==> config.mk <==
export PLATFORM = sky130hd
export DESIGN_NAME = tx_rx_switch_ctrl
export DESIGN_NICKNAME = d
export VERILOG_FILES = /design/src/rtl/tx_rx_switch_ctrl.sv
export SDC_FILE = /design/constraint.sdc
export NUM_CORES = 1
export LEC_CHECK = 0
export CAP_MARGIN = 20
export CORE_ASPECT_RATIO = 1.4
export CORE_MARGIN = 2
export CORE_UTILIZATION = 45
export CTS_CLUSTER_SIZE = 25
export DETAILED_ROUTE_END_ITERATION = 7
export PLACE_DENSITY = 0.77
export SLEW_MARGIN = 20
export SYNTH_ARGS = -nofsm -noshare
export SYNTH_HDL_FRONTEND = slang
export SYNTH_SLANG_ARGS = --single-unit
==> constraint.sdc <==
create_clock -name clk -period 1.6 [get_ports clk]
set_input_delay 0.4 -clock clk [delete_from_list [all_inputs] [get_ports clk]]
set_output_delay 0.4 -clock clk [all_outputs]
set_load 0.03 [all_outputs]
==> src/rtl/tx_rx_switch_ctrl.sv <==
// -----------------------------------------------------------------------------
// tx_rx_switch_ctrl
//
// Sequences the RF front-end around a transmit burst. On entry the T/R switch
// moves to TX and is given time to settle before the PA is enabled. On exit
// the PA is dropped first, and the switch returns to RX only after a second
// settle period. RX processing stays blanked until a recovery tail has
// elapsed. A microsecond-resolution watchdog limits PA-on time, and a
// free-running counter tallies completed baseband frames.
//
// Ports
//   clk                  in   xpu clock
//   rstn                 in   asynchronous active-low reset
//   tx_chain_on          in   TX chain request (level)
//   tx_rf_is_ongoing     in   RF-level TX activity (level), forces rx_blank
//   pulse_tx_bb_end      in   one-cycle end-of-baseband pulse
//   tsf_pulse_1M         in   one-cycle 1 us tick
//   sw_settle_count_top  in   [7:0]  switch settle time, clk cycles
//   rx_recover_count_top in   [7:0]  RX blanking tail, clk cycles
//   tx_watchdog_top      in   [11:0] max PA-on time in us, 0 disables
//   trx_switch           out  1 = antenna to TX path
//   pa_en                out  PA enable
//   rx_blank             out  suppress RX processing
//   tx_watchdog_err      out  sticky watchdog fault
//   tx_frame_count       out  [15:0] completed baseband frames, wraps
//   fsm_state            out  [2:0]  current state, for debug
// -----------------------------------------------------------------------------
module tx_rx_switch_ctrl (
   input  logic        clk,
   input  logic        rstn,
   input  logic        tx_chain_on,
   input  logic        tx_rf_is_ongoing,
   input  logic        pulse_tx_bb_end,
   input  logic        tsf_pulse_1M,
   input  logic [7:0]  sw_settle_count_top,
   input  logic [7:0]  rx_recover_count_top,
   input  logic [11:0] tx_watchdog_top,
   output logic        trx_switch,
   output logic        pa_en,
   output logic        rx_blank,
   output logic        tx_watchdog_err,
   output logic [15:0] tx_frame_count,
   output logic [2:0]  fsm_state
);

   typedef enum logic [2:0] {
      ST_IDLE    = 3'd0,
      ST_SW_TX   = 3'd1,
      ST_TX      = 3'd2,
      ST_SW_RX   = 3'd3,
      ST_RECOVER = 3'd4
   } state_t;

   state_t      state_reg, state_next;
   logic [7:0]  cnt_reg, cnt_next;
   logic [11:0] wd_reg, wd_next;
   logic        trx_switch_reg, trx_switch_next;
   logic        pa_en_reg, pa_en_next;
   logic        rx_blank_reg, rx_blank_next;
   logic        wd_err_reg, wd_err_next;
   logic [15:0] frame_cnt_reg, frame_cnt_next;
   logic        rearm;

   // A new burst may start only when requested and no watchdog fault is pending.
   assign rearm = tx_chain_on & ~wd_err_reg;

   always_ff @(posedge clk or negedge rstn) begin
      if (!rstn) begin
         state_reg      <= ST_IDLE;
         cnt_reg        <= 8'd0;
         wd_reg         <= 12'd0;
         trx_switch_reg <= 1'b0;
         pa_en_reg      <= 1'b0;
         rx_blank_reg   <= 1'b0;
         wd_err_reg     <= 1'b0;
         frame_cnt_reg  <= 16'd0;
      end else begin
         state_reg      <= state_next;
         cnt_reg        <= cnt_next;
         wd_reg         <= wd_next;
         trx_switch_reg <= trx_switch_next;
         pa_en_reg      <= pa_en_next;
         rx_blank_reg   <= rx_blank_next;
         wd_err_reg     <= wd_err_next;
         frame_cnt_reg  <= frame_cnt_next;
      end
   end

   always_comb begin
      state_next      = state_reg;
      trx_switch_next = trx_switch_reg;
      pa_en_next      = 1'b0;
      // The fault is cleared by any cycle with the request low.
      wd_err_next     = wd_err_reg & tx_chain_on;

      case (state_reg)
         ST_IDLE: begin
            trx_switch_next = 1'b0;
            if (rearm) begin
               state_next      = ST_SW_TX;
               trx_switch_next = 1'b1;
            end
         end
         ST_SW_TX: begin
            trx_switch_next = 1'b1;
            if (!tx_chain_on) begin
               state_next = ST_SW_RX;
            end else if (cnt_reg == sw_settle_count_top) begin
               state_next = ST_TX;
               pa_en_next = 1'b1;
            end
         end
         ST_TX: begin
            trx_switch_next = 1'b1;
            pa_en_next      = 1'b1;
            // A dropped request wins over a simultaneous expiry: no fault.
            if (!tx_chain_on) begin
               state_next = ST_SW_RX;
               pa_en_next = 1'b0;
            end else if ((tx_watchdog_top != 12'd0) && (wd_reg == tx_watchdog_top)) begin
               state_next  = ST_SW_RX;
               pa_en_next  = 1'b0;
               wd_err_next = 1'b1;
            end
         end
         ST_SW_RX: begin
            trx_switch_next = 1'b1;
            if (rearm) begin
               state_next = ST_SW_TX;
            end else if (cnt_reg == sw_settle_count_top) begin
               state_next      = ST_RECOVER;
               trx_switch_next = 1'b0;
            end
         end
         ST_RECOVER: begin
            trx_switch_next = 1'b0;
            if (rearm) begin
               state_next      = ST_SW_TX;
               trx_switch_next = 1'b1;
            end else if (cnt_reg == rx_recover_count_top) begin
               state_next = ST_IDLE;
            end
         end
         default: begin
            state_next      = ST_IDLE;
            trx_switch_next = 1'b0;
         end
      endcase

      // Dwell counter restarts on every state change, including SW_RX -> SW_TX.
      if (state_next != state_reg) begin
         cnt_next = 8'd0;
      end else if ((state_reg == ST_SW_TX) || (state_reg == ST_SW_RX) ||
                   (state_reg == ST_RECOVER)) begin
         cnt_next = cnt_reg + 8'd1;
      end else begin
         cnt_next = cnt_reg;
      end

      // Held at zero outside TX, so it is already clear on TX entry.
      if (state_reg != ST_TX) begin
         wd_next = 12'd0;
      end else if (tsf_pulse_1M) begin
         wd_next = wd_reg + 12'd1;
      end else begin
         wd_next = wd_reg;
      end

      rx_blank_next  = (state_next != ST_IDLE) | tx_rf_is_ongoing;
      frame_cnt_next = frame_cnt_reg + {15'd0, pulse_tx_bb_end};
   end

   assign trx_switch      = trx_switch_reg;
   assign pa_en           = pa_en_reg;
   assign rx_blank        = rx_blank_reg;
   assign tx_watchdog_err = wd_err_reg;
   assign tx_frame_count  = frame_cnt_reg;
   assign fsm_state       = state_reg;

endmodule

==> impl_metrics.csv, run 1 <==
group,metric,value,unit
finish,antenna_cells,0,
synth,synthTopCellsByArea,"dfrtp_1 (46%), xor2_1 (14%), xnor2_1 (8.2%), nor2_1 (4.6%), nand4_1 (3.2%)",
timing,slew_headroom,0.797,
power,switchingPower,0.00141,W
timing,setup_violations,13,
synth,synth_area_leader_cell,"dfrtp_1",
timing,fmax,553,MHz
routing,viasPerCell,4.97,
cts,cts_tree,"built",
global_routing,grt_pass1_wl,9170,µm
routing,drt_iter0_drc,77,
routing,wl_met2,3210,µm
place,dpl.hpwl,4290,µm
routing,routed_wl,5610,µm
cts,clockBufferDepth,2,
status,status,"finished with violations",
timing,skew,8.64,ps
finish,layout-drive-gt1-share,0.312,
setup_path,worstSetupPathType,"register to register",
setup_path,worst-endpoint-required,1820,ps
routing,via_count,2018,
routing,dr.pass1.iters,4,
power,powerDensity,1030,mW/mm²
timing,rsz0062_at_grt,"true",
timing,maxSlewViolCount,0,
synth,ys_seq_area_frac,0.456,
floorplan,io-pin-count,57,
setup_path,timing.rr.start,"cnt_reg[3]",
cts,clkSinkCount,43,
place,place_ws,-623,ps
synth,async_flop_share,1.00,
routing,wl_met3,193,µm
routing,wl_per_cell,13.8,µm
routing,top_layer,"met4",
global_routing,grt_pass1_vias,2112,
cts,cts_buffers,5,
timing,timing.final.hold_violations,0,
power,p_total,0.00372,W
timing,setup_tns,-2020,ps
timing,worst_slew_pin_slew,303,ps
power,clkPwrFrac,0.178,
setup_path,cp-startpoint,"cnt_reg[3]",
status,violations,"setup timing",
global_routing,grt_max_degree,44,
cts,path_clk_slew,80,ps
place,portBuffers,56,
routing,wl_met1,2090,µm
power,p_int,0.00231,W
synth,synth_top_area_frac,0.456,
place,dp_cells,393,
floorplan,die_area,0.00585,mm²
floorplan,die_width,65.2,µm
floorplan,fp.coreArea,0.00512,mm²
setup_path,cp-end-kind,"register",
synth,yosysWarnings,0,
timing,min_period,1810,ps
synth,synth.cell_area,0.00236,mm²
synth,syn-num-nets,268,
finish,instances_no_fill,406,
finish,largest_reg_flops,16,
timing,worst_slack,-208,ps
finish,nNetsFinal,377,
floorplan,row_count,31,
finish,syn2layout_area_growth,53.0,%
place,gp_congestion,0.892,
setup_path,worstSetupStartpointType,"register",
routing,antenna_left,0,
global_routing,overflow,0,
power,ir_drop,655,µV
synth,avgSynthCellArea,10.3,µm²
synth,synth_edf_count,0,
synth,ys_dominant_reg_cell,"dfrtp_1",
cts,root_buffer,"clkbuf_8",
global_routing,grt_usage,0.204,
setup_path,crit_path_max_fanout,8,
routing,drc,0,
power,p_leak,1.75,nW
cts,clk_latency,290,ps
cts,cts.hold.buffers_added,0,
min_path,holdCritPathClass,"input port to async pin",
power,p_sw_frac,0.379,
cts,htree_levels,2,
flow_run,cap_viol_max_count,0,
setup_path,crit_arrival,2030,ps
floorplan,die_height,89.7,µm
power,combPwrFrac,0.435,
power,seqPwrFrac,0.387,
global_routing,antenna_found_initial,0,
synth,ys_seq_elements,43,
timing,min_period_over_period,1.13,
synth,syn-instance-count,230,
synth,ys_types,34,
floorplan,initial_core_util,0.461,
## stage by stage
stage                     area, µm²  hold WS (ps)  utilization
after floorplan                2440           104            -
after global routing           3610          91.5        0.706
after detailed placement       3400           393        0.665
final                          3610          70.5        0.706
after CTS                      3500          74.2        0.684
after global placement         3400           392        0.665
## power groups by stage
| stage | sequential, W | clock [W] | combinational (W) |
|---|---|---|---|
| final | 0.00144 | 0.000663 | 0.00162 |
| after global routing | 0.00146 | 0.000734 | 0.00175 |
| after CTS | 0.00143 | 0.000687 | 0.00160 |
| after detailed placement | 0.00146 | 0 | 0.00167 |
| after global placement | 0.00145 | 0 | 0.00165 |
| after floorplan | 0.00167 | 0 | 0.000725 |
## routing by layer
metal | global-route usage | up-vias
met3 | 0.0426 | 10
met5 | 0 | -
met2 | 0.374 | 52
met4 | 0.101 | 0
met1 | 0.211 | 963
li1 | - | 993
## critical path, stage by stage (launching register included)
cell and delay [ps]:
dfrtp_2 440, xor2_2 200, nor4_4 360, nand2_4 130, a31oi_4 240, a31oi_4 160, nor3_2 200
## cells by family after synthesis
logic type | synth area share
compound gates | 0.0551
xor+xnor | 0.222
fa+ha+maj | 0.0212
buf+inv | 0.0196
flops | 0.456
mux | 0.00847
simple gates | 0.218
## what timing repair did
action / 4_1_cts / 5_1_grt
cloned: 0 / 0
setup buffers: 4 / 1
gates resized for setup: 37 / 33
pin swaps: 11 / 24
endpoints found under the setup margin: 39 / 21
## synth_stat cells, drive strengths merged (2+ instances only)
cell and number:
nor3 4, clkbuf 2, buf 5, inv 2, nor2 30, a21oi 4, mux2i 2, xnor2 22
a21boi 2, and2 2, nand2 19, nand4 12, a31oi 3, nor4 8, and3 6, nand3 13
xor2 38, dfrtp 43, ha 4
## final cells by class
class / instances / area (µm²)
tap: 66 / 82.6
inverter: 2 / 7.51
sequential: 43 / 1090
timing repair buffer: 109 / 968
fill: 408 / 1510
clock buffer: 7 / 76.3
clock inverter: 1 / 7.51
multi-input combinational: 178 / 1380
## path summary, 6_finish.rpt
kind                                endpoint  slack (ps)  cells past startpoint
max                               cnt_reg[2]        -210                      6
min                                 rx_blank          70                      2
max reg2reg                       cnt_reg[2]        -210                      6
min reg2reg                tx_frame_count[4]         480                      1
max in group asynchronous  tx_frame_count[3]        1310                      2
min in group clk           tx_frame_count[4]         480                      1
## cells in the final DEF (no fill, tap or decap), types with 11 or more instances in the layout
cell,n
dfrtp_1,33
xnor2_1,22
nand2_1,17
nand4_1,12
buf_4,51
dlygate4sd2_1,29
nand3_1,11
xor2_1,31
clkdlybuf4s50_1,11
dlymetal6s2s_1,12
nor2_1,24
Power figures use the tool's default switching activity.
==> run 2: changes to the inputs <==
CORE_MARGIN = 1.5   (was 2)
GPL_ROUTABILITY_DRIVEN = 0   (was unset)
==> impl_metrics.csv, run 2 (synthesized netlist as in run 1, its figures left out) <==
group,metric,value,unit
status,status,"finished with violations",
status,violations,"setup timing",
cts,clockBufferDepth,2,
power,p_sw_frac,0.387,
routing,dr.pass1.iters,4,
global_routing,antenna_found_initial,0,
place,place_ws,-625,ps
power,powerDensity,1060,mW/mm²
cts,clkSinkCount,43,
timing,skew,5.15,ps
finish,multi_input_area,0.00138,mm²
setup_path,crit_arrival,2020,ps
cts,htree_levels,2,
timing,worst_slew_pin_slew,326,ps
finish,layout-drive-gt1-share,0.322,
cts,clk_latency,300,ps
finish,final_cell_mix,"buf_4 (54), dfrtp_1 (34), xor2_1 (31)",
cts,path_clk_slew,80,ps
flow_run,cap_viol_max_count,0,
finish,nNetsFinal,379,
routing,viasPerCell,4.99,
timing,slew_headroom,0.781,
finish,syn2layout_area_growth,52.5,%
floorplan,die_width,64.2,µm
global_routing,grt_usage,0.216,
finish,largest_reg_flops,16,
finish,antenna_cells,0,
timing,rsz0062_at_grt,"true",
setup_path,cp-end-kind,"register",
finish,fin_util,0.704,
setup_path,crit_path_max_fanout,8,
floorplan,fp.coreArea,0.00512,mm²
timing,worst_slack,-235,ps
finish,filler_cell_count,417,
cts,cts_buffers,5,
global_routing,grt_pass1_wl,9430,µm
timing,fmax,545,MHz
timing,maxSlewViolCount,0,
place,portBuffers,56,
timing,timing.final.hold_violations,0,
timing,setup_violations,13,
power,p_int,0.00234,W
routing,drt_iter0_drc,64,
setup_path,worst-endpoint-required,1780,ps
timing,min_period_over_period,1.15,
power,p_leak,1.74,nW
routing,wl_per_cell,14.5,µm
routing,routed_wl,5930,µm
power,seqPwrFrac,0.377,
setup_path,worstSetupStartpointType,"input port",
setup_path,ff2ff_path_depth,6,
cts,cts_tree,"built",
power,clkPwrFrac,0.183,
power,switchingPower,0.00148,W
power,ir_drop,613,µV
setup_path,worstSetupPathType,"input port to register",
min_path,holdCritPathClass,"input port to async pin",
floorplan,io-pin-count,57,
floorplan,die_height,88.7,µm
routing,drc,0,
timing,min_period,1840,ps
cts,root_buffer,"clkbuf_8",
timing,setup_tns,-2420,ps
floorplan,row_count,31,
finish,layout_commonest_cell,"buf_4",
place,dpl.hpwl,4410,µm
global_routing,grt_pass1_vias,2099,
floorplan,initial_core_util,0.461,
power,combPwrFrac,0.440,
floorplan,die_area,0.00570,mm²
finish,regArea,0.00109,mm²
routing,antenna_left,0,
routing,via_count,2037,
global_routing,overflow,0,
global_routing,grt_max_degree,44,
## run 2: changes by cell type in the layout (fill, tap and decap cells not counted), moves of 2 or more
cell	previous run	this run
clkdlybuf4s50_1	11	13
dlymetal6s2s_1	12	10
clkbuf_1	2	0
and2_4	2	0
buf_4	51	54
## run 2: power by group through the flow
stage | combinational (W) | clock, W | sequential, W
after floorplan | 0.000725 | 0 | 0.00167
after global placement | 0.00164 | 0 | 0.00146
after detailed placement | 0.00169 | 0 | 0.00146
after CTS | 0.00162 | 0.000720 | 0.00144
after global routing | 0.00181 | 0.000773 | 0.00147
final | 0.00168 | 0.000698 | 0.00144
## run 2: routing by layer
metal,vias up,share of wire,GRT usage
met3,11,0.031,0.0382
met4,0,0.018,0.0870
met5,-,0,0
met1,983,0.38,0.229
met2,42,0.58,0.420
li1,1001,-,-
## run 2: critical path, stage by stage
cell	delay [ps]
clkdlybuf4s50_1	430
xor2_1	180
nor4_4	350
nand2_4	130
and3_4	180
a31oi_4	260
nor2_1	90
## run 2: path summary, 6_finish.rpt
| path | startpoint | endpoint | slack [ps] |
|---|---|---|---|
| setup / recovery | sw_settle_count_top[1] | cnt_reg[1] | -240 |
| hold / removal | rstn | trx_switch | 50 |
| setup reg to reg | cnt_reg[4] | cnt_reg[1] | -220 |
| hold reg to reg | tx_frame_count[15] | tx_frame_count[15] | 480 |
| max in group asynchronous | rstn | tx_frame_count[4] | 1320 |
| min in group clk | tx_frame_count[15] | tx_frame_count[15] | 480 |
## run 2: layout make-up
type | count | share of cell area
Sequential cell | 43 | 0.302
Clock buffer | 5 | 0.0191
Multi-Input combinational cell | 178 | 0.382
Tap cell | 66 | 0.0229
Clock inverter | 3 | 0.00556
Inverter | 2 | 0.00208
Timing Repair Buffer | 111 | 0.267
## run 2: through the flow
stage               power, W  area [µm²]  instances  hold slack (ps)
floorplan            0.00240        2440        230              104
global placement     0.00310        3400        394              393
detailed placement   0.00315        3400        394              393
CTS                  0.00378        3490        403             61.9
global route         0.00405        3600        408             74.0
finish               0.00381        3600        408             53.7
## run 2: what timing repair did
| action | CTS | global route |
|---|---|---|
| setup buffers | 1 | 5 |
| hold buffers | 0 | 0 |
| resized for setup | 41 | 25 |
| setup endpoints to repair | 38 | 24 |
| pin swaps | 8 | 19 |
| cloned | 0 | 0 |
